File: src/rtl/mem_wb_writeback.sv
// MEM/WB pipeline stage with write-back source selection and retired-instruction counter.
// Optional macro WB_LOAD_EXT_EN enables sub-word load extraction and extension.
module mem_wb_writeback #(
    parameter int unsigned NB_DATA     = 32,
    parameter int unsigned NB_REG_ADDR = 5,
    parameter int unsigned NB_SELECTOR = 2,
    parameter int unsigned NB_COUNT    = 32
) (
    input  logic                   i_clk,
    input  logic                   i_reset,
    input  logic                   i_valid,
    input  logic                   i_stall,
    input  logic                   i_flush,
    input  logic [NB_DATA-1:0]     i_data_alu,
    input  logic [NB_DATA-1:0]     i_data_mem,
    input  logic [NB_DATA-1:0]     i_pc_link,
    input  logic [NB_SELECTOR-1:0] i_selector,
    input  logic [1:0]             i_load_size,
    input  logic                   i_load_unsigned,
    input  logic [1:0]             i_byte_off,
    input  logic                   i_reg_write,
    input  logic [NB_REG_ADDR-1:0] i_rd,
    output logic [NB_DATA-1:0]     o_wb_data,
    output logic [NB_REG_ADDR-1:0] o_wb_rd,
    output logic                   o_wb_we,
    output logic [NB_COUNT-1:0]    o_retired
);

    localparam int unsigned NB_BYTE = 8;
    localparam int unsigned NB_HALF = 16;

    logic                   valid;
    logic [NB_DATA-1:0]     data_alu;
    logic [NB_DATA-1:0]     data_mem;
    logic [NB_DATA-1:0]     pc_link;
    logic [NB_SELECTOR-1:0] selector;
    logic                   reg_write;
    logic [NB_REG_ADDR-1:0] rd;
    logic [NB_COUNT-1:0]    retired;
    logic [NB_DATA-1:0]     mem_ext;

    // Stage register: flush clears valid only, stall holds, otherwise load.
    always_ff @(posedge i_clk or posedge i_reset) begin
        if (i_reset) begin
            valid     <= 1'b0;
            data_alu  <= '0;
            data_mem  <= '0;
            pc_link   <= '0;
            selector  <= '0;
            reg_write <= 1'b0;
            rd        <= '0;
        end else if (i_flush) begin
            valid <= 1'b0;
        end else if (!i_stall) begin
            valid     <= i_valid;
            data_alu  <= i_data_alu;
            data_mem  <= i_data_mem;
            pc_link   <= i_pc_link;
            selector  <= i_selector;
            reg_write <= i_reg_write;
            rd        <= i_rd;
        end
    end

    // An entry retires when it leaves the stage, even if a flush hits on the same edge.
    always_ff @(posedge i_clk or posedge i_reset) begin
        if (i_reset) begin
            retired <= '0;
        end else if (valid && !i_stall) begin
            retired <= retired + NB_COUNT'(1);
        end
    end

`ifdef WB_LOAD_EXT_EN
    logic [1:0]         load_size;
    logic               load_unsigned;
    logic [1:0]         byte_off;
    logic [NB_DATA-1:0] byte_shift;
    logic [NB_DATA-1:0] half_shift;
    logic [NB_BYTE-1:0] byte_sel;
    logic [NB_HALF-1:0] half_sel;

    always_ff @(posedge i_clk or posedge i_reset) begin
        if (i_reset) begin
            load_size     <= 2'b00;
            load_unsigned <= 1'b0;
            byte_off      <= 2'b00;
        end else if (!i_flush && !i_stall) begin
            load_size     <= i_load_size;
            load_unsigned <= i_load_unsigned;
            byte_off      <= i_byte_off;
        end
    end

    // Little-endian lane select; half loads ignore the low offset bit.
    assign byte_shift = data_mem >> {byte_off, 3'b000};
    assign half_shift = data_mem >> {byte_off[1], 4'b0000};
    assign byte_sel   = byte_shift[NB_BYTE-1:0];
    assign half_sel   = half_shift[NB_HALF-1:0];

    always_comb begin
        mem_ext = data_mem;
        case (load_size)
            2'b00: begin
                if (load_unsigned) mem_ext = {{(NB_DATA-NB_BYTE){1'b0}}, byte_sel};
                else               mem_ext = {{(NB_DATA-NB_BYTE){byte_sel[NB_BYTE-1]}}, byte_sel};
            end
            2'b01: begin
                if (load_unsigned) mem_ext = {{(NB_DATA-NB_HALF){1'b0}}, half_sel};
                else               mem_ext = {{(NB_DATA-NB_HALF){half_sel[NB_HALF-1]}}, half_sel};
            end
            default: mem_ext = data_mem;
        endcase
    end
`else
    logic unused_load_ctrl;

    assign unused_load_ctrl = ^{i_load_size, i_load_unsigned, i_byte_off};
    assign mem_ext          = data_mem;
`endif

    // Write-back source select; the reserved code drives zero.
    always_comb begin
        o_wb_data = '0;
        case (selector)
            NB_SELECTOR'(0): o_wb_data = data_alu;
            NB_SELECTOR'(1): o_wb_data = mem_ext;
            NB_SELECTOR'(2): o_wb_data = pc_link;
            default:         o_wb_data = '0;
        endcase
    end

    assign o_wb_we   = valid && reg_write && (rd != '0);
    assign o_wb_rd   = rd;
    assign o_retired = retired;

endmodule
File: config.mk
export PLATFORM = sky130hd
export DESIGN_NAME = mem_wb_writeback
export DESIGN_NICKNAME = d
export VERILOG_FILES = /design/src/rtl/mem_wb_writeback.sv
export SDC_FILE = /design/constraint.sdc
export NUM_CORES = 1
export LEC_CHECK = 0
export ABC_AREA = 1
export BUFFER_PORTS_ARGS = -buffer_cell sky130_fd_sc_hd__buf_2
export CAP_MARGIN = 30
export CORE_ASPECT_RATIO = 0.9
export CORE_MARGIN = 3
export CORE_UTILIZATION = 25
export DETAILED_ROUTE_END_ITERATION = 8
export PLACE_DENSITY_LB_ADDON = 0.25
export REMOVE_ABC_BUFFERS = 1
export SLEW_MARGIN = 10
export SYNTH_ARGS = -nofsm -noshare
export SYNTH_HDL_FRONTEND = slang
export SYNTH_SLANG_ARGS = --single-unit
File: constraint.sdc
create_clock -name i_clk -period 8.7 [get_ports i_clk]
set_input_delay 1.74 -clock i_clk [delete_from_list [all_inputs] [get_ports i_clk]]
set_output_delay 1.74 -clock i_clk [all_outputs]
set_load 0.05 [all_outputs]
==> run summary <==
commonest non-fill, non-tap cell in the layout -> nand2_1
final instance area -> 8100 um2
Reg clk slew, reported paths -> 0.06 ns
post-route ant nets -> 0
clk_lat worst skew -> 0.41 ns
post-synthesis mux area share -> 6.48%
layout cell share with drive strength beyond 1 -> 31.0%
Int Power -> 0.00127 W
Final Hold Viols -> 0
Multi-input gate area -> 2330 um2
area delta synth->final -> 29.5%
total track usage -> 12.8%
CP Launch Type -> register
PD cells -> 236 nW/um2
core area -> 24,400 um2
most used flip-flop cell after synthesis -> dfrtp_1
worst setup path class -> register to output pin
dpl hpwl -> 11.7 mm
initial antenna violation count -> 2
drt initial violations -> 241
share of total power in the clock network -> 38.8%
commonest non-fill, non-tap cells in the layout -> nand2_1 (180), buf_2 (178), dfrtp_1 (137)
CTS Buf Count -> 17
WP data arrival -> 2.33 ns
worst hold path type -> register to register
clock period minus worst slack -> 4.07 ns
CTS resizes -> 0
Syn Area/Cell -> 9.18 um2
RSZ-0062 raised after global routing -> false
DR vias -> 4,989
clock sinks -> 137
final WL -> 16.8 mm
crit path max fanout -> 18
slew margin rel. -> 45.0%
first-pass GRT wire length -> 27.5 mm
die area -> 27,000 um2
Leak -> 3.97 nW
postcts setup bufs -> 0
period utilization -> 46.8%
Hold Crit Start -> o_retired[31]
Register Area -> 3430 um2
Starting Density -> 25.6%
max frequency -> 246 MHz
critical path required time -> 6.96 ns
Post-DP Area -> 7500 um2
grt ovf -> 0
number of synthesized flops with an enable pin -> 0
asr flop ratio synth -> 100%
Synth Area in XOR/XNOR -> 2.38%
Setup crit start -> selector[0]
post-synthesis cell area -> 6250 um2
routability cong. -> 0.798
largest net degree at the start of global routing -> 84
Post-Synth Adder-Cell Area -> 0.200%
final setup fails -> 0
largest family of logic cells by synthesized area -> simple AND/OR/NAND/NOR gates
WL/cell -> 13.9 um
Ports -> 184
DIE WIDTH -> 173 um
Flop pwr share -> 39.0%
CTS tree -> done
final max-slew violation count -> 0
htree depth -> 4
# rows -> 54
Synth Warn # -> 0
Worst VDD drop -> 0.000126 V
outcome -> complete, no violations
Worst Max-Slew Pin Slew -> 0.825 ns
Root Buffer Master -> clkbuf_16
switching share of power -> 33.8%
Crit. End Element -> output pin
Die Y -> 156 um
vias per inst -> 4.14
P_sw -> 0.000647 W
MaxCap Viol Count -> 0
DR DRC count -> 0
nets@finish -> 972
fillcell total -> 2,580
antenna cells -> 0
cell count after synthesis -> 681
Clock Path Buffers -> 2
drt pass-1 iters -> 6
R2R Path Start -> o_retired[1]
sequential area share after synthesis -> 54.8%
Compound-Gate Fraction of Synth Area -> 10.2%
Final TNS setup -> 0 ns
Worst Clk Skew -> 0.00731 ns
PortBufs -> 178
synthesized flop and latch total -> 137
Comb pwr share -> 22.2%
hold-fix buffers at CTS -> 0
vias in the first global route -> 5,087
Synth Area in Simple Gates -> 17.9%
Synth cell types -> 24
-- flip-flops by register name, indices dropped and copies added (netlist names) --
| signal | flops |
|---|---|
| data_alu | 32 |
| data_mem | 32 |
| o_wb_rd | 5 |
| selector | 2 |
| pc_link | 32 |
| valid | 1 |
| reg_write | 1 |
| o_retired | 32 |
-- metrics by stage --
stage | utilization [%] | total power (W) | hold slack, ns | cells | setup slack [ns]
after floorplan | - | 0.00106 | 0.481 | 654 | 3.29
after global placement | 30.8 | 0.00119 | 0.483 | 1174 | 4.90
after detailed placement | 30.8 | 0.00119 | 0.496 | 1174 | 4.90
after CTS | 33.2 | 0.00195 | 0.510 | 1206 | 4.44
after global routing | 33.2 | 0.00202 | 0.523 | 1206 | 4.41
final | 33.2 | 0.00191 | 0.498 | 1206 | 4.63
-- cells in the mapped netlist, types with 5 or more instances --
library cell    n  area [um2]
nand3b_1        5        37.5
xnor2_1         7        61.3
nand3_1        15        75.1
nor2_1         28         105
clkbuf_1       10        37.5
o21ai_0        71         355
nand2_1       180         676
nor2_4          7        78.8
xor2_1         10        87.6
inv_1         101         379
mux2_2         36         405
o221ai_1       32         280
dfrtp_1       137        3430
nand4_1        10        62.6
buf_2          13        65.1
-- worst max-delay path, cell delays in order, from the launching register on --
cell      delay, ns
dfrtp_1        0.40
nor2_2         0.63
buf_4          0.40
nand2_1        0.08
o221ai_1       0.10
buf_2          0.32
-- per-layer routing --
metal / up-vias / part of all wire (%) / GRT usage, %
met5: - / 0.14 / 0
met4: 4 / 1.4 / 3.78
met3: 19 / 5.7 / 4.26
met2: 102 / 44 / 20.0
met1: 2316 / 48 / 17.2
li1: 2548 / - / -
-- area by class of cell --
type | instances | area share, %
sequential | 137 | 42.3
multi-input combinational | 415 | 28.7
timing repair buffer | 184 | 11.6
clock buffer | 18 | 5.42
tap | 336 | 5.19
inverter | 102 | 4.79
clock inverter | 14 | 1.99
-- power groups by stage --
| stage | sequential (W) | clock [W] | combinational [W] |
|---|---|---|---|
| 2_1_floorplan | 0.000793 | 0 | 0.000268 |
| 3_3_place_gp | 0.000758 | 0 | 0.000429 |
| 3_5_place_dp | 0.000759 | 0 | 0.000431 |
| 4_1_cts | 0.000747 | 0.000769 | 0.000433 |
| 5_1_grt | 0.000756 | 0.000801 | 0.000462 |
| 6_report | 0.000746 | 0.000741 | 0.000425 |
-- kinds of logic (layout without fill, tap and decap cells) --
kind of cell | after synthesis | after routing
and+or+nand+nor | 257 | 257
DFF | 137 | 137
buffers and inverters | 129 | 318
AOI/OAI and AO/OA | 104 | 104
muxes | 36 | 36
xor gates and xnor gates | 17 | 17
adders and majority gates | 1 | 1
-- final timing paths --
check / slack [ns] / to / cells after the start
max: 4.63 / o_wb_data[5] / 5
min: 0.50 / o_retired[31] / 2
max reg2reg: 7.19 / o_retired[22] / 6
min reg2reg: 0.50 / o_retired[31] / 2
max in group asynchronous: 5.92 / data_alu[24] / 3
min in group asynchronous: 1.43 / o_retired[23] / 2
(Power assumes the default switching activity.)
